<file path="config.mk">
export PLATFORM = sky130hd
export DESIGN_NAME = fetch_stage
export DESIGN_NICKNAME = d
export VERILOG_FILES = /design/src/rtl/mips_pkg.sv /design/src/rtl/pc_redirect_mux.sv /design/src/rtl/fetch_stage.sv
export SDC_FILE = /design/constraint.sdc
export NUM_CORES = 1
export LEC_CHECK = 0
export CORE_MARGIN = 2
export CORE_UTILIZATION = 44
export DETAILED_ROUTE_END_ITERATION = 10
export PLACE_DENSITY = 0.75
export REMOVE_ABC_BUFFERS = 1
export SLEW_MARGIN = 20
export SYNTH_ARGS = -nofsm -noshare
export SYNTH_HDL_FRONTEND = slang
export SYNTH_SLANG_ARGS = --single-unit
</file>
<file path="constraint.sdc">
create_clock -name clk -period 2.4 [get_ports clk]
set_input_delay 0.48 -clock clk [delete_from_list [all_inputs] [get_ports clk]]
set_output_delay 0.48 -clock clk [all_outputs]
set_load 0.02 [all_outputs]
</file>
<file path="src/rtl/mips_pkg.sv">
// mips_pkg: definitions shared between the fetch stage and the decode controller.
//   PCSRC_*   : PC-source select encoding driven by the decoder
//   INSTR_W   : instruction word width
//   NOP_WORD  : all-zero instruction word (sll $0,$0,0)
//   fetch_state_t : fetch FSM states
package mips_pkg;

    localparam int INSTR_W = 32;

    localparam logic [1:0] PCSRC_SEQ = 2'b00;
    localparam logic [1:0] PCSRC_J   = 2'b01;
    localparam logic [1:0] PCSRC_JR  = 2'b10;

    localparam logic [INSTR_W-1:0] NOP_WORD = 32'h0000_0000;

    typedef enum logic [1:0] {
        S_REQ,   // request outstanding at req_addr, word is wanted
        S_DROP,  // request outstanding at req_addr, word will be discarded
        S_HOLD   // word parked in the skid buffer while IF/ID is stalled
    } fetch_state_t;

endpackage

</file>
<file path="src/rtl/pc_redirect_mux.sv">
// pc_redirect_mux: priority select of the fetch redirect and its target.
//   stall         in  : decoder outputs are not final, suppress redirect
//   pc_src        in  : decoder PC-source select (11 behaves as sequential)
//   jump_target   in  : j/jal target
//   jr_target     in  : jr register value
//   branch_taken  in  : resolved branch taken
//   branch_target in  : branch target
//   redirect      out : fetch must be redirected this cycle
//   target        out : new fetch address, priority jr > j > branch
module pc_redirect_mux
    import mips_pkg::*;
#(
    parameter int ADDR_W = 32
) (
    input  logic              stall,
    input  logic [1:0]        pc_src,
    input  logic [ADDR_W-1:0] jump_target,
    input  logic [ADDR_W-1:0] jr_target,
    input  logic              branch_taken,
    input  logic [ADDR_W-1:0] branch_target,
    output logic              redirect,
    output logic [ADDR_W-1:0] target
);

    always_comb begin
        target = branch_target;
        if (pc_src == PCSRC_JR)
            target = jr_target;
        else if (pc_src == PCSRC_J)
            target = jump_target;

        redirect = !stall && ((pc_src == PCSRC_JR) || (pc_src == PCSRC_J) || branch_taken);
    end

endmodule

</file>
<file path="src/rtl/fetch_stage.sv">
// fetch_stage: instruction fetch plus IF/ID pipeline register.
//   clk, rst          : clock, synchronous active-high reset
//   imem_req_o/addr_o : request to variable-latency instruction memory
//   imem_ack_i/rdata_i: memory response, rdata valid with ack
//   stall_i           : hazard unit holds IF/ID and masks redirects
//   pc_src_i, *_target_i, branch_taken_i : redirect sources from decode
//   if_id_valid_o/instr_o/pc4_o : IF/ID register contents
module fetch_stage
    import mips_pkg::*;
#(
    parameter logic [31:0] RESET_PC = 32'h0000_0000,
    parameter int          ADDR_W   = 32
) (
    input  logic               clk,
    input  logic               rst,
    output logic               imem_req_o,
    output logic [ADDR_W-1:0]  imem_addr_o,
    input  logic               imem_ack_i,
    input  logic [INSTR_W-1:0] imem_rdata_i,
    input  logic               stall_i,
    input  logic [1:0]         pc_src_i,
    input  logic [ADDR_W-1:0]  jump_target_i,
    input  logic [ADDR_W-1:0]  jr_target_i,
    input  logic               branch_taken_i,
    input  logic [ADDR_W-1:0]  branch_target_i,
    output logic               if_id_valid_o,
    output logic [INSTR_W-1:0] if_id_instr_o,
    output logic [ADDR_W-1:0]  if_id_pc4_o
);

    fetch_state_t       state;
    logic [ADDR_W-1:0]  pc;
    logic [ADDR_W-1:0]  req_addr;
    logic [ADDR_W-1:0]  req_pc4;
    logic [INSTR_W-1:0] skid_instr;
    logic [ADDR_W-1:0]  skid_pc4;
    logic               req_en;
    logic               ack;
    logic               redirect;
    logic [ADDR_W-1:0]  target;

    pc_redirect_mux #(.ADDR_W(ADDR_W)) u_redirect (
        .stall         (stall_i),
        .pc_src        (pc_src_i),
        .jump_target   (jump_target_i),
        .jr_target     (jr_target_i),
        .branch_taken  (branch_taken_i),
        .branch_target (branch_target_i),
        .redirect      (redirect),
        .target        (target)
    );

    // Modulo 2^ADDR_W, so the top word wraps to zero.
    assign req_pc4 = req_addr + ADDR_W'(4);

    // req_en stays low for one cycle after reset: any ack arriving then belongs
    // to a request abandoned by the reset, and gating ack with our own request
    // keeps it from being taken as the answer to the new one.
    assign imem_req_o  = req_en && !rst && (state != S_HOLD);
    assign imem_addr_o = req_addr;
    assign ack         = imem_ack_i && imem_req_o;

    always_ff @(posedge clk) begin
        if (rst) begin
            state         <= S_REQ;
            pc            <= ADDR_W'(RESET_PC);
            req_addr      <= ADDR_W'(RESET_PC);
            skid_instr    <= NOP_WORD;
            skid_pc4      <= '0;
            req_en        <= 1'b0;
            if_id_valid_o <= 1'b0;
            if_id_instr_o <= NOP_WORD;
            if_id_pc4_o   <= '0;
        end else begin
            req_en <= 1'b1;
            case (state)
                S_REQ: begin
                    if (ack) begin
                        if (redirect) begin
                            // Wrong-path word: drop it and refetch at target.
                            pc            <= target;
                            req_addr      <= target;
                            if_id_valid_o <= 1'b0;
                        end else if (stall_i) begin
                            skid_instr <= imem_rdata_i;
                            skid_pc4   <= req_pc4;
                            pc         <= req_pc4;
                            state      <= S_HOLD;
                        end else begin
                            if_id_valid_o <= 1'b1;
                            if_id_instr_o <= imem_rdata_i;
                            if_id_pc4_o   <= req_pc4;
                            pc            <= req_pc4;
                            req_addr      <= req_pc4;
                        end
                    end else if (redirect) begin
                        // The address must stay stable until acked, so the
                        // target waits in pc while the stale word drains.
                        pc            <= target;
                        if_id_valid_o <= 1'b0;
                        state         <= S_DROP;
                    end else if (!stall_i) begin
                        if_id_valid_o <= 1'b0;
                    end
                end
                S_DROP: begin
                    if_id_valid_o <= 1'b0;
                    if (redirect)
                        pc <= target;
                    if (ack) begin
                        req_addr <= redirect ? target : pc;
                        state    <= S_REQ;
                    end
                end
                S_HOLD: begin
                    if (!stall_i) begin
                        if (redirect) begin
                            pc            <= target;
                            req_addr      <= target;
                            if_id_valid_o <= 1'b0;
                        end else begin
                            if_id_valid_o <= 1'b1;
                            if_id_instr_o <= skid_instr;
                            if_id_pc4_o   <= skid_pc4;
                            req_addr      <= pc;
                        end
                        state <= S_REQ;
                    end
                end
                default: state <= S_REQ;
            endcase
        end
    end

endmodule

</file>
# Word level (Yosys, flattened, before mapping)
# Cells that the tools add are included.
# totals
ff_bits,196
out_inout_bits,98
# op_classes
addsub,1
n_eq_ne,15
n_mux,39
n_bitwise,1
reduce_logical,17
# op_table
operator,n
32-bit 2-to-1 mux,19
32-bit one-hot mux with 3 select lines,2
32-bit one-hot mux with 2 select lines,2
"32-bit by 3-bit adder with 32-bit output, second input constant",1
"2-bit inequality test, second input constant",7
2-bit 2-to-1 mux,6
"3-bit inequality test, second input constant",4
5-bit AND reduction,2
1-bit 2-to-1 mux,8
2-bit one-hot mux with 3 select lines,1
6-bit AND reduction,1
"2-bit by 1-bit equality test with 1-bit output, second input constant",2
"2-bit equality test, second input constant",2
1-bit logical AND,4
4-bit AND reduction,1
1-bit one-hot mux with 3 select lines,1
3-bit AND reduction,1
3-bit nonzero test,1
1-bit logical NOT,2
2-bit logical NOT,1
1-bit logical OR,2
2-bit AND reduction,1
2-bit nonzero test,1
1-bit inverter,1

# Longest topological paths before layout
# depth
depth_word,7
ltp_mapped,11
ltp_nobuf,7

# Modules after synthesis
# Synthesis repeated with hierarchy kept, for this count alone.
# hier_totals
hier_cells,1224
area_unflattened_um2,9810.7
# modules_own_cells
mod,instances,cells_each,area_per_inst_um2,seq_area_each_um2
fetch_stage,1,1111,9054.9,3923.8
pc_redirect_mux,1,113,755.7,0.0

# Worst setup path before layout
# No wires, ideal clock.
# synth_timing
path_kind,reg2out
start,register state[0]
end,output port imem_req_o
arrival_ns,1.850
required_ns,1.920
slack_ns,0.070
stages_incl_launch_ff,7
cell_sequence,dfxtp_1 -> inv_1 -> ha_1 -> clkbuf_1 -> buf_1 -> clkbuf_1 -> nor3b_1
# synth_via
elab_chain_len,2
# synth_lines
item,line,text
from (decl),fetch_stage.sv:31,fetch_state_t state;
from (signal assigned),fetch_stage.sv:65,state <= S_REQ;
from (signal assigned),fetch_stage.sv:88,state <= S_HOLD;
from (signal assigned),fetch_stage.sv:101,state <= S_DROP;
2-bit inequality test,fetch_stage.sv:59,assign imem_req_o = req_en && !rst && (state != S_HOLD);
1-bit logical AND,fetch_stage.sv:59,
to (decl),fetch_stage.sv:16,"output logic imem_req_o,"
# Every way passes these cells.

# Final worst setup path
# layout_timing
start,input port pc_src_i[0]
end,register if_id_instr_o[3]
# layout_via
elab_chain_len,6
# layout_lines
item,line,text
from (decl),fetch_stage.sv:21,"input logic [1:0] pc_src_i,"
2-bit equality test or 2-bit by 1-bit equality test with 1-bit output (tied branches),pc_redirect_mux.sv:32,redirect = !stall && ((pc_src == PCSRC_JR) || (pc_src == PCSRC_J) || branch_taken);
1-bit logical OR * (2 in series),pc_redirect_mux.sv:32,
1-bit logical AND *,pc_redirect_mux.sv:32,
2-bit inequality test (no source line),-,
6-bit AND reduction (no source line) *,-,
to (signal assigned),fetch_stage.sv:91,if_id_instr_o <= imem_rdata_i;
to (signal assigned),fetch_stage.sv:123,if_id_instr_o <= skid_instr;
to (decl),fetch_stage.sv:27,"output logic [INSTR_W-1:0] if_id_instr_o,"
# Mark *: on every way between the ends. The rest lies on a longest branch, timed or not.
# A chain may end at the register's enable or synchronous reset.

==> results.json <==
{
  "area_growth_pct": 41.8,
  "grt_setup_unrepaired": "yes",
  "multi_input_area_um2": 5380,
  "drive_gt1_share_pct": 12.7,
  "timing.slew.headroom_pct": 52.8,
  "cts_tree": "done",
  "cpPeakStageDelay_ns": 0.49,
  "p_sw_uw": 2680,
  "synthArstFlopShare_pct": 0,
  "finalMaxSlewViolations": 0,
  "setup_violations": 0,
  "period_share_pct": 95.8,
  "synth_edf_count": 0,
  "worstSetupPathType": "in2reg",
  "clock_path_buffers": 2,
  "drc": 0,
  "postRouteAntennaNets": 0,
  "cts_made_buffers": 17,
  "seqCellArea_um2": 3920,
  "maxCapViolCount": 0,
  "ys_top_cells_by_area": "dfxtp_1, mux2i_1, nand2_1",
  "cts.sinks": 196,
  "cp_max_fo": 17,
  "internal-power_uw": 6340,
  "p_sw_share_pct": 29.7,
  "drtIter0Drc": 773,
  "fillCellCount": 1892,
  "num_antenna_cells": 0,
  "yosys.area.top_type_share_pct": 40.4,
  "grt_max_degree": 65,
  "worst_ep_required_time_ns": 2.74,
  "grtUsageTotal_pct": 25.9,
  "fin_skew_ns": 0.0134,
  "hold_viol_final": 0,
  "ys_types": 59,
  "r2r_slack_ns": 0.12,
  "fp-row-count": 54,
  "hold_ws_ns": 0.452,
  "grt_overflow_total": 0,
  "crit_buf_inv": 5,
  "avgViaCountPerCell": 5.72,
  "leakage_uw": 0.00485,
  "die_h_um": 153,
  "seqPwrFrac_pct": 40.5,
  "final.setup.tns_ns": 0,
  "htree_num_levels": 4,
  "die_w_um": 153,
  "clock_power_share_pct": 34.8,
  "synth-seq-cells": 196,
  "antenna_found_initial": 0,
  "drt_first_pass_iters": 6,
  "portBuffers": 232,
  "drt_wl_total_mm": 31.4,
  "clock-root-buffer": "clkbuf_16",
  "num-nets-final": 1597,
  "finalCriticalPeriod_ns": 2.30,
  "post_cts_buffers": 0,
  "dieArea_um2": 23300,
  "worstMarginPinSlew_ns": 0.709,
  "syn_area_um2": 9720,
  "ioPinCount": 233,
  "num_vias": 9983,
  "startpoint_type": "input pin",
  "synthFlopType": "dfxtp_1",
  "hp-class": "reg2reg",
  "syn_inst": 1188,
  "status": "finished, final reports clean",
  "powerDensity_nw_per_um2": 654,
  "irDropWorstVdd_mv": 0.488,
  "clk_latency_ns": 0.43,
  "gp_congestion": 0.935,
  "pwr-share-comb_pct": 24.7,
  "fp.coreArea_um2": 21800,
  "ys_warn_count": 0,
  "grt_first_pass_wirelength_mm": 49.5,
  "synth-seq-area-share_pct": 40.4,
  "initial_utilization_pct": 44.7,
  "crit_path_cell_trace": "clkdlybuf4s50_1, inv_1, ha_1, nor2b_2, buf_4, nand3_1, o21ai_4, buf_6, buf_12, nor2_1, a211oi_1",
  "cp_top_family": "buffers and inverters",
  "yosys.area.top_type": "dfxtp_1",
  "dp_hpwl_mm": 22.1,
  "grt_pass1_vias": 9491,
  "postSynthAreaPerCell_um2": 8.18,
  "cp-end-kind": "register",
  "clkTransAtPathRegs_ns": 0.08,
  "slowest_stage": "clkdlybuf4s50_1",
  "cp_data_arrival_time_ns": 2.64,
  "wire_per_inst_um": 18.0,
  "max_freq_mhz": 435
}
-- worst reg2reg max path: cells and delay by family, from the launching register on --
kind	cells	cell delay, ns
DFF	1	0.35
adders and majority gates	1	0.21
AOI/OAI and AO/OA	2	0.52
buffers and inverters	1	0.23
and+or+nand+nor	3	0.88
-- power by group through the flow --
stage	registers [uW]	logic, uW	clock network [uW]
after floorplan	3820	913	0
final	3650	2230	3140
after global placement	3700	2140	0
after detailed placement	3710	2170	0
after global routing	3670	2390	3310
after CTS	3640	2190	3170
-- layer usage --
layer  wire [um]  vias to the layer above  GRT usage, %  share of wire (%)
met5           0                        -             0                  0
met4         593                        0          7.14                1.9
met3        2170                       52          5.38                6.9
met2       15100                      416          43.5                 48
met1       13600                     4707          33.8                 43
li1            -                     4808             -                  -
-- kinds of logic (layout without fill, tap and decap cells) --
kind of cell,count (synthesis),count (layout),synth area share (%)
adders and majority gates,7,7,0.901
xor gates and xnor gates,35,35,3.15
and+or+nand+nor,382,382,17.9
buffers and inverters,127,405,5.21
AOI/OAI and AO/OA,362,362,24.2
muxes,79,79,8.24
DFF,196,196,40.4
-- Yosys cell counts, types with 4 or more instances --
cell and number:
a22oi_1 4, a2111oi_0 4, mux2i_1 71, xor2_1 15, o211ai_1 28, nor4_1 5, inv_1 18, or3_1 4
mux2_2 8, a311oi_1 10, nor2b_1 4, dfxtp_1 196, buf_2 17, nor3_1 17, a21oi_1 102, a31oi_1 11
clkbuf_1 84, and3_1 5, o32ai_1 10, a211oi_1 61, nand2_1 172, nand3_1 19, nand4_1 23, xnor2_1 20
o221ai_1 15, o21ai_0 65, nand2b_1 15, o21a_1 21, o22ai_1 9, ha_1 7, a221oi_1 4, nor2_1 103
-- what timing repair did --
item	in CTS	in global routing
endpoints found under the setup margin	10	84
pin swaps	0	1
gates cloned	0	2
resized for setup	3	10
hold buffers	0	0
-- cells in the final DEF, fill, tap and decap left out, drive strengths merged, types with 7 or more instances in the layout --
cell,n
nand4,25
nor3,17
xnor2,20
a311oi,10
dfxtp,196
xor2,15
buf,122
o21a,21
o221ai,15
a211oi,61
nand2,172
ha,7
clkdlybuf4s50,230
mux2i,71
o211ai,28
mux2,8
o32ai,10
a21oi,102
o21ai,65
clkbuf,19
o22ai,9
nor2,103
a31oi,11
nand2b,15
nor4,7
inv,20
nand3,20
-- sequential cells by signal, summed over array words and instances, names as in the netlist, 2 cells and up --
register	cells
if_id_instr_o	32
if_id_pc4_o	32
imem_addr_o	32
pc	32
skid_instr	32
skid_pc4	32
state	2
-- worst paths after layout --
| kind | startpoint | endpoint | depth (start not counted) |
|---|---|---|---|
| worst max-delay path | pc_src_i[0] | if_id_instr_o[3] | 11 |
| worst min-delay path | if_id_pc4_o[4] | if_id_pc4_o[4] | 2 |
| worst max register to register | imem_addr_o[2] | imem_addr_o[20] | 7 |
| worst min register to register | if_id_pc4_o[4] | if_id_pc4_o[4] | 2 |
-- metrics by stage --
stage                     power, uW  setup WS [ns]  cells  util (%)  cell area, um^2
after CTS                      9000         0.0495   1744      63.0            13700
after detailed placement       5890         -0.351   1714      60.0            13100
after global routing           9370        -0.0567   1746      63.4            13800
after floorplan                4730          -6.93   1081         -             9290
final                          9020         0.0998   1746      63.4            13800
after global placement         5840         -0.271   1714      60.0            13100
-- area by class of cell --
class	count	share of cell area, %
Tap cell	280	2.54
Clock inverter	13	1.51
Multi-Input combinational cell	865	39.0
Inverter	20	0.544
Clock buffer	17	3.09
Timing Repair Buffer	355	24.9
Sequential cell	196	28.5
Note: power is estimated with default switching activity, not from simulation.
